## src/rtl/divider_fp.sv

```systemverilog
// rtl/divider_fp.sv - IEEE-754 single-precision divider, restoring, truncating
module divider_fp (
    input  logic        clk,
    input  logic        rst_n,
    input  logic        start,
    input  logic [31:0] A,
    input  logic [31:0] B,
    output logic        busy,
    output logic        ready,
    output logic [31:0] Y
);

    localparam logic [1:0] IDLE = 2'd0;
    localparam logic [1:0] DIV  = 2'd1;
    localparam logic [1:0] NORM = 2'd2;
    localparam logic [1:0] DONE = 2'd3;

    localparam logic [31:0] QNAN = 32'h7FC0_0000;

    logic [1:0]  state;
    logic        sign_r;
    logic [7:0]  ea_r;
    logic [7:0]  eb_r;
    logic [24:0] rem;
    logic [23:0] dvs;
    logic [24:0] quo;
    logic [4:0]  cnt;

    logic        accept;
    logic        a_zero, a_inf, a_nan;
    logic        b_zero, b_inf, b_nan;
    logic        sgn;
    logic        special;
    logic [31:0] special_y;

    logic        q_bit;
    logic [24:0] rem_sub;
    logic [24:0] rem_next;

    logic signed [9:0] exp_w;
    logic [22:0] frac_n;
    logic [31:0] norm_y;

    assign accept = start && ((state == IDLE) || (state == DONE));

    // Denormals are flushed: exponent 0 counts as zero regardless of fraction.
    assign a_zero = (A[30:23] == 8'd0);
    assign b_zero = (B[30:23] == 8'd0);
    assign a_inf  = (A[30:23] == 8'hFF) && (A[22:0] == 23'd0);
    assign b_inf  = (B[30:23] == 8'hFF) && (B[22:0] == 23'd0);
    assign a_nan  = (A[30:23] == 8'hFF) && (A[22:0] != 23'd0);
    assign b_nan  = (B[30:23] == 8'hFF) && (B[22:0] != 23'd0);
    assign sgn    = A[31] ^ B[31];

    always_comb begin
        special   = 1'b1;
        special_y = 32'd0;
        if (a_nan || b_nan || (a_zero && b_zero) || (a_inf && b_inf)) begin
            special_y = QNAN;
        end else if (a_inf || b_zero) begin
            special_y = {sgn, 8'hFF, 23'd0};
        end else if (a_zero || b_inf) begin
            special_y = {sgn, 31'd0};
        end else begin
            special   = 1'b0;
        end
    end

    // Remainder stays below twice the divisor, so 25 bits hold it after the shift.
    assign q_bit    = (rem >= {1'b0, dvs});
    assign rem_sub  = rem - {1'b0, dvs};
    assign rem_next = q_bit ? {rem_sub[23:0], 1'b0} : {rem[23:0], 1'b0};

    always_comb begin
        exp_w  = $signed({2'b00, ea_r}) - $signed({2'b00, eb_r})
               + (quo[24] ? 10'sd127 : 10'sd126);
        frac_n = quo[24] ? quo[23:1] : quo[22:0];
        if (exp_w >= 10'sd255) begin
            norm_y = {sign_r, 8'hFF, 23'd0};
        end else if (exp_w <= 10'sd0) begin
            norm_y = {sign_r, 31'd0};
        end else begin
            norm_y = {sign_r, exp_w[7:0], frac_n};
        end
    end

    always_ff @(posedge clk or negedge rst_n) begin
        if (!rst_n) begin
            state  <= IDLE;
            busy   <= 1'b0;
            ready  <= 1'b0;
            Y      <= 32'd0;
            sign_r <= 1'b0;
            ea_r   <= 8'd0;
            eb_r   <= 8'd0;
            rem    <= 25'd0;
            dvs    <= 24'd0;
            quo    <= 25'd0;
            cnt    <= 5'd0;
        end else begin
            case (state)
                IDLE, DONE: begin
                    if (accept) begin
                        sign_r <= sgn;
                        ea_r   <= A[30:23];
                        eb_r   <= B[30:23];
                        if (special) begin
                            Y     <= special_y;
                            ready <= 1'b1;
                            busy  <= 1'b0;
                            state <= DONE;
                        end else begin
                            rem   <= {2'b01, A[22:0]};
                            dvs   <= {1'b1, B[22:0]};
                            quo   <= 25'd0;
                            cnt   <= 5'd0;
                            ready <= 1'b0;
                            busy  <= 1'b1;
                            state <= DIV;
                        end
                    end
                end
                DIV: begin
                    rem <= rem_next;
                    quo <= {quo[23:0], q_bit};
                    if (cnt == 5'd24) begin
                        cnt   <= 5'd0;
                        state <= NORM;
                    end else begin
                        cnt <= cnt + 5'd1;
                    end
                end
                NORM: begin
                    Y     <= norm_y;
                    ready <= 1'b1;
                    busy  <= 1'b0;
                    state <= DONE;
                end
                default: begin
                    state <= IDLE;
                    busy  <= 1'b0;
                    ready <= 1'b0;
                end
            endcase
        end
    end

endmodule

```

## config.mk

```make
export PLATFORM = sky130hd
export DESIGN_NAME = divider_fp
export DESIGN_NICKNAME = d
export VERILOG_FILES = /design/src/rtl/divider_fp.sv
export SDC_FILE = /design/constraint.sdc
export NUM_CORES = 1
export LEC_CHECK = 0
export ABC_AREA = 1
export BUFFER_PORTS_ARGS = -buffer_cell sky130_fd_sc_hd__buf_2
export CAP_MARGIN = 20
export CORE_AREA = 4 4 132 134
export DETAILED_ROUTE_END_ITERATION = 6
export DIE_AREA = 0 0 136 138
export GPL_TIMING_DRIVEN = 0
export PLACE_DENSITY = 0.72
export SLEW_MARGIN = 20
export SYNTH_ARGS = -nofsm -noshare
export SYNTH_HDL_FRONTEND = slang
export SYNTH_SLANG_ARGS = --single-unit
```

## constraint.sdc

```tcl
create_clock -name clk -period 3.5 [get_ports clk]
set_input_delay 0.35 -clock clk [delete_from_list [all_inputs] [get_ports clk]]
set_output_delay 0.35 -clock clk [all_outputs]
set_load 0.01 [all_outputs]
```

==> metrics.txt <==
CP bufs+invs=5; first-pass GRT wire length=37,800 µm; setup slack, reg-to-reg=0.55 ns; max cap viols=0; crit-path max FO=10; Tmin final=2.95 ns; Worst Tran Pin Value=0.705 ns; Final Hold Fails=0; RD Place Congestion=1.02; worst path required time=3.81 ns; Hold WC Path Type=input pin to flop; Die X=136 µm; setup repair bufs after CTS=0; clk_skew=0.0105 ns; share of layout cells above drive strength 1=0.186; worst path cell trace=inv_1, ha_1, inv_1, fa_1, inv_1, ha_1, inv_1, or2_2, nor2_1, nand3_1, nor2_1, nand2_1, nor2_4, nand3_4, nand2_4, buf_12, nor2_2, nand3_2, nand2_1; final worst-path cycle share=0.843; Arrival @ worst endpoint=3.26 ns; antenna violations before repair=0; critical path's top delay family=simple AND/OR/NAND/NOR gates; most frequent cells in the layout=272 x nand2_1, 159 x inv_1, 132 x dfrtp_1, 114 x buf_2, 108 x o21ai_0; clk_lat worst skew=0.43 ns; largest area contributor in the netlist=dfrtp_1; syn nets=1,302; R2R Path Start=ea_r[0]; Setup CP Type=flop to flop; hpwl dp=17,200 µm; most used cell, CP=inv_1; Critical path destination=Y[9]; hold path start=B[10]; top post-synthesis cells by area=dfrtp_1 37%, nand2_1 12%, inv_1 6.7%, o21ai_0 6.1%, ha_1 5.5%; setup violators final=0; # IOs=101; R2R cell count=19; Post-Route WL=22,400 µm; area used by multi-input combinational logic=4630 µm²; CP startpoint=ea_r[0]; RSZ-0062 raised after global routing=false; row cnt=47; DR vias/cell=5.28; most common cell after layout, fill and taps aside=nand2_1; TritonCTS Buffers=17; initial core utilization=0.543; Max Clk Rate=339 MHz; post-synth top area share=0.374; Max Buffers Root-to-Sink=2; Reg area=3300 µm²; Inserted Diodes=0; Worst Setup Start Kind=flop; vias in the first global route=7,929; nets=1,423; Mapped Cells=1,194; DRT Pass-1 Iters=5; die area=18,800 µm²; slowest cell on the critical path=fa_1; routed len/inst=14.5 µm; total global-route track usage=0.248; Crit. End Element=flop; post-CTS sizing=0; DR iter-0 viols=516; H-tree depth=4; post-route ant nets=0; distinct cell type count after synthesis=46; fin. max-slew vios=0; Stages on worst setup path=19; worst reg2reg path endpoint=Y[9]; CTS tree=yes; Worst-path clk slew=0.06 ns; chip height=138 µm; clock root buffer=clkbuf_16; DRC viols=0; Yosys warning count=0; Core Area=16,300 µm²; relative slew slack=0.530; via count=8,161; max incr delay on CP=0.48 ns; pin count of the biggest net entering global routing=76; # port buffers=100; filler cell count=1,515; clk sinks=132; outcome=completed; Yosys reg bits=132; grt ovf=0; sequential share of the synthesized area=0.374; Post-Syn Area=8840 µm²; Post-Route Setup TNS=0 ns; Min Hold Slack=0.199 ns; Area Overhead vs Synth=15.9%; mean area per synthesized cell=7.41 µm²
## routing by layer
layer,global-route usage,vias up,wire length [µm]
li1,-,4155,-
met1,0.324,3768,9970
met2,0.421,203,11100
met3,0.0418,35,898
met4,0.0743,0,446
met5,0,-,0
## layout make-up
class,count,share of cell area
multi-input cells,850,0.452
flip-flops and latches,132,0.322
inverters,169,0.0619
repair buffers,102,0.0535
clock buffers,18,0.0419
plain buffers,43,0.0270
well taps,220,0.0269
clock inverters,13,0.0148
## how the worst min path moves through the flow
stage,slack [ns],depth (start not counted),endpoint
4_1_cts,0.18,3,dvs[18]
6_report,0.20,3,dvs[10]
3_3_place_gp,0.45,2,dvs[23]
5_1_grt,0.20,3,dvs[0]
3_5_place_dp,0.31,1,ea_r[2]
2_1_floorplan,0.05,0,Y[0]
## cell usage after synthesis (all sizes together)
cell      n
nand3b    2
a31oi     4
o22ai    26
xor2     10
nand3    73
o21bai    4
inv     165
nor2    119
fa        2
ha       39
clkbuf   16
or2       6
o21a      2
nor3      9
o311ai    1
nand2   294
o21ai   113
o211ai    8
dfrtp   132
xnor2    12
nand4    25
a21o      2
a22oi     2
a21oi    95
buf      27
nor4      2
clkinv    4
## state kept, by name, summed over array words and instances (netlist names)
register and count:
cnt 5, quo 25, ea_r 8, busy 1, Y 32, ready 1, dvs 24, eb_r 8
rem 25, sign_r 1, state 2
## through the flow
stage          instances  worst slack [ns]  utilization  instance area (µm²)
6_report            1547             0.550        0.629                10200
5_1_grt             1547             0.275        0.629                10200
4_1_cts             1547             0.517        0.629                10200
3_5_place_dp        1515             0.526        0.593                 9660
3_3_place_gp        1514             0.302        0.590                 9620
2_1_floorplan       1194             0.770            -                 8840
## cells by family after synthesis
kind of cell | synth area share
DFF | 0.374
AOI/OAI and AO/OA | 0.157
adders and majority gates | 0.0597
and+or+nand+nor | 0.285
xor gates and xnor gates | 0.0218
buffers and inverters | 0.103
## timing repair
action / 4_1_cts / 5_1_grt
hold endpoints to repair: 57 / 0
endpoints found under the setup margin: 0 / 0
hold buffers: 1 / 0
## worst min-delay path: stages
cell,delay (ns)
buf_2,0.09
inv_1,0.05
o21ai_0,0.08
Power is not shown: default switching activity piles up to over one toggle a cycle in this logic, so the estimate is an artifact.
